<file path="src/rtl/cl_head_pack.sv">
// Transmit-side cache-line packer: packs W_ST-bit STs into CL-bit lines with a
// 16-bit {eof, count} header, and reports each frame's ST count on a sideband.
module cl_head_pack #(
   parameter int unsigned CL        = 512,
   parameter int unsigned CL_HEAD   = 16,
   parameter int unsigned W_ST      = 8,
   parameter int unsigned W_FRM_LEN = 16
) (
   input  logic                 clk,
   input  logic                 rst,
   input  logic                 sink_valid,
   output logic                 sink_ready,
   input  logic [W_ST-1:0]      sink_data,
   input  logic                 sink_eop,
   output logic                 source_valid,
   input  logic                 source_ready,
   output logic [CL-1:0]        source_data,
   output logic [W_FRM_LEN-1:0] sb_len,
   output logic                 sb_len_valid
);

   localparam int unsigned CL_PAYLOAD = CL - CL_HEAD;
   localparam int unsigned STS_PER_CL = CL_PAYLOAD / W_ST;
   localparam int unsigned W_CNT      = $clog2(STS_PER_CL);
   localparam int unsigned W_HCNT     = 10;
   localparam int unsigned W_RSVD     = CL_HEAD - W_HCNT - 1;

   typedef struct packed {
      logic [W_RSVD-1:0]     rsvd;
      logic                  eof;
      logic [W_HCNT-1:0]     count;
      logic [CL_PAYLOAD-1:0] payload;
   } cl_t;

   logic [W_CNT-1:0]      cnt;
   logic [CL_PAYLOAD-1:0] asm_buf;
   logic [CL_PAYLOAD-1:0] asm_nxt;
   logic [W_FRM_LEN-1:0]  frm_cnt;
   cl_t                   out_q;
   cl_t                   cl_nxt;
   logic                  accept;
   logic                  close;
   logic                  last_slot;

   // Output slot free or draining this cycle, so a closing ST always has room.
   assign sink_ready  = !source_valid || source_ready;
   assign accept      = sink_valid && sink_ready;
   assign last_slot   = (cnt == W_CNT'(STS_PER_CL - 1));
   assign close       = accept && (last_slot || sink_eop);
   assign source_data = out_q;

   // Merge the incoming ST into its slot and form the line it would close.
   always_comb begin
      asm_nxt                      = asm_buf;
      asm_nxt[cnt * W_ST +: W_ST]  = sink_data;
      cl_nxt                       = '0;
      cl_nxt.eof                   = sink_eop;
      cl_nxt.count                 = W_HCNT'(cnt) + W_HCNT'(1);
      cl_nxt.payload               = asm_nxt;
   end

   always_ff @(posedge clk or posedge rst) begin
      if (rst) begin
         cnt          <= '0;
         asm_buf      <= '0;
         frm_cnt      <= '0;
         out_q        <= '0;
         source_valid <= 1'b0;
         sb_len       <= '0;
         sb_len_valid <= 1'b0;
      end else begin
         sb_len_valid <= 1'b0;

         if (accept) begin
            if (close) begin
               cnt     <= '0;
               asm_buf <= '0;
            end else begin
               cnt     <= cnt + W_CNT'(1);
               asm_buf <= asm_nxt;
            end

            if (sink_eop) begin
               sb_len       <= frm_cnt + W_FRM_LEN'(1);
               sb_len_valid <= 1'b1;
               frm_cnt      <= '0;
            end else begin
               frm_cnt      <= frm_cnt + W_FRM_LEN'(1);
            end
         end

         // A reload wins over the clear when a transfer and a close coincide.
         if (close) begin
            out_q        <= cl_nxt;
            source_valid <= 1'b1;
         end else if (source_valid && source_ready) begin
            out_q        <= '0;
            source_valid <= 1'b0;
         end
      end
   end

endmodule

</file>
<file path="config.mk">
export PLATFORM = sky130hd
export DESIGN_NAME = cl_head_pack
export DESIGN_NICKNAME = d
export VERILOG_FILES = /design/src/rtl/cl_head_pack.sv
export SDC_FILE = /design/constraint.sdc
export NUM_CORES = 2
export LEC_CHECK = 0
export ABC_AREA = 0
export CAP_MARGIN = 15
export CELL_PAD_IN_SITES_DETAIL_PLACEMENT = 0
export CELL_PAD_IN_SITES_GLOBAL_PLACEMENT = 1
export CORE_MARGIN = 2
export CORE_UTILIZATION = 45
export DETAILED_ROUTE_END_ITERATION = 10
export DONT_BUFFER_PORTS = 1
export GPL_TIMING_DRIVEN = 0
export HOLD_SLACK_MARGIN = 0.05
export PLACE_DENSITY = 0.76
export SLEW_MARGIN = 10
export SYNTH_ARGS = -nofsm -noshare
export SYNTH_HDL_FRONTEND = slang
export SYNTH_SLANG_ARGS = --single-unit
</file>
<file path="constraint.sdc">
create_clock -name clk -period 35.7 [get_ports clk]
set_input_delay 5.355 -clock clk [delete_from_list [all_inputs] [get_ports clk]]
set_output_delay 5.355 -clock clk [all_outputs]
set_load 0.02 [all_outputs]
</file>
==> flow_summary_export.csv <==
group,metric,value,unit
synthesis,yosysWarningCount,0,
route,ant_nets,0,
cells_and_area,fin_util,51.2,%
critical_path,critPathKind,"in -> out",
clock_tree,clkLatencyLatePin,0.73,ns
global_route,grt_pass1_vias,35600,
route,viasPerCell,6.38,
synthesis,synth_cells,4179,
clock_tree,cts-root-buf,"clkbuf_16",
critical_path,start_kind,"input pin",
cells_and_area,drive_above_1_share,7.66,%
floorplanning,io_pins,544,
synthesis,synth_area_leaders,"dfrtp_1, nand2_1, o2bb2ai_1",
floorplanning,core_area,0.0980,mm2
clock_tree,holdBufCountCts,0,
synthesis,syn_avg_cell_area,10.6,um2
route,post_drt_wl_per_cell,31.8,um
floorplanning,start_util,45.2,%
critical_path,ff2ff_path_depth,9,
run,cap_viol_max_count,0,
floorplanning,die_height,318,um
hold_path,holdPathStages,2,
sta,final_hold_viol_count,0,
sta,tightest_slew,1.30,ns
synthesis,ys_types,68,
clock_tree,cts.repair.resized,0,
critical_path,cpPeakStageDelay,0.33,ns
clock_tree,cts_buffers,110,
place,place_ws,24.66,ns
synthesis,synth-seq-area-share,58.7,%
floorplanning,die_x,318,um
sta,rsz0062_at_grt,"false",
clock_tree,cts_setup_buffers,0,
critical_path,path_buf_inv,0,
clock_tree,clk_pin_slew,0.06,ns
synthesis,synth-main-ff-cell,"dfrtp_1",
synthesis,synth_top_area_share,58.7,%
critical_path,worstPathCellList,"nand2b_1",
synthesis,ys_async_sr_fraction,100,%
sta,post-route-min-period,11.04,ns
place,placed_cells,5491,
pwr,power_density,52.6,mW/mm2
clock_tree,clock-sinks,1040,
pwr,ir_worst_vdd,0.0445,mV
sta,setup_tns,0,ns
critical_path,r2r_end,"source_data[275]",
cells_and_area,fin_cells,5700,
route,drt_pre_antenna_iters,6,
global_route,antenna_found_initial,9,
sta,max_slew_margin,13.1,%
synthesis,yosysMostFrequentCell,"dfrtp_1",
place,dpl.hpwl,130000,um
hold_path,hp-start,"asm_buf[56]",
critical_path,crit_fanout,5,
critical_path,arrival,5.68,ns
global_route,track_usage,35.5,%
clock_tree,h-tree-depth,3,
place,io_buffer_count,0,
route,wl,181000,um
sta,hold_slack,0.473,ns
sta,max_freq,90.6,MHz
floorplanning,die_area,0.101,mm2
sta,setup_ws,24.66,ns
synthesis,synthesis.area,0.0443,mm2
synthesis,synth_top_cell_by_area,"dfrtp_1",
global_route,grt_pass1_wl,262000,um
sta,drv_slew,0,
global_route,grt_max_degree,116,
floorplanning,num_rows,115,
route,via_count,36400,
synthesis,synth_edf_count,0,
critical_path,slowest_stage,"nand2b_1",
cells_and_area,nets,4339,
sta,min_period_over_period,30.9,%
clock_tree,cts_tree,"done",
hold_path,holdCritPathClass,"reg -> reg",
place,gp_congestion,0.961,
cells_and_area,synthToLayoutAreaGrowth,13.2,%
synthesis,ys_seq_elements,1040,
route,drcViolationCount,0,
hold_path,min_to,"asm_buf[56]",
critical_path,r2r_start,"source_valid",
run_status,outcome,"finished, final reports clean",
clock_tree,clock_path_buffers,3,
sta,fin_skew,0.0273,ns
sta,setup_viol,0,
critical_path,r2r_setup_slack,30.61,ns
critical_path,required,30.34,ns
synthesis,synth_common_cells,"dfrtp_1, nand2_1, nand3_1, o21ai_0, o2bb2ai_1",
pwr,p_leak,0.0209,uW
global_route,overflow,0,
route,drt_iter0_drc,3826,
critical_path,crit_family,"simple AND/OR/NAND/NOR gates",
critical_path,endpoint_kind,"output pin",
-- routing by layer --
metal / global-route usage, % / part of all wire (%)
met1: 46.6 / 40
met2: 52.9 / 44
met3: 11.7 / 11
met4: 17.9 / 5.6
met5: 0 / 0.020
-- power breakdown --
group          switching [uW]  leakage (uW)  internal, uW  total, uW
clock                     502       0.00183           688       1190
sequential               11.3        0.0145          1180       1200
combinational             214       0.00457          41.3        256
-- cell type report --
type | count | area [um2]
diodes | 2 | 5.00
plain buffers | 337 | 1400
clock buffers | 153 | 3140
clock inverters | 49 | 582
fillers | 9043 | 47800
inverters | 10 | 45.0
multi-input cells | 2799 | 16900
flip-flops and latches | 1040 | 26000
well taps | 1287 | 1610
repair buffers | 23 | 445
-- cell families after synthesis --
group	Yosys count	synth area share, %
simple gates	1461	14.7
compound gates	1177	19.9
flops	1040	58.7
buf+inv	347	3.23
mux	127	2.87
xor+xnor	21	0.457
fa+ha+maj	5	0.141
other cells	1	0.00846
-- metrics by stage --
| step | power [uW] | area, um2 |
|---|---|---|
| 2_1_floorplan | 1350 | 44400 |
| 3_3_place_gp | 1460 | 46000 |
| 3_5_place_dp | 1470 | 46400 |
| 4_1_cts | 2640 | 50100 |
| 5_1_grt | 2710 | 50200 |
| 6_report | 2640 | 50200 |
-- layout by cell type (no fill, tap or decap), types with 110 or more instances in the layout --
| cell | synthesis | final |
|---|---|---|
| clkbuf_1 | 243 | 254 |
| clkbuf_16 | 0 | 110 |
| o21ai_0 | 306 | 306 |
| nor2_1 | 157 | 155 |
| o311ai_0 | 128 | 128 |
| dfrtp_1 | 1040 | 1040 |
| a22o_1 | 171 | 171 |
| o2bb2ai_1 | 266 | 266 |
| nand3_1 | 309 | 309 |
| nand2_1 | 810 | 810 |
| mux2i_1 | 125 | 125 |
-- worst register-to-register path: cells and delay by family (launching register included) --
family,cells,cell delay (ns)
flops,1,0.56
buf+inv,3,1.89
compound gates,1,0.96
simple gates,5,1.62
-- worst max-delay path by stage --
stage	startpoint	end	slack, ns	cells after the start
CTS	source_ready	sink_ready	24.66	1
finish	source_ready	sink_ready	24.66	1
global placement	rst	source_data[97]	-10.77	1
global route	source_ready	sink_ready	24.64	1
detailed placement	source_ready	sink_ready	24.66	1
floorplan	rst	asm_buf[0]	1.07	1
-- sequential cells by signal (all words and copies together), names as in the netlist --
register,cells
source_valid,1
cnt,6
asm_buf,496
source_data,504
sb_len_valid,1
sb_len,16
frm_cnt,16
No activity file was read; power rests on OpenSTA's default activity.
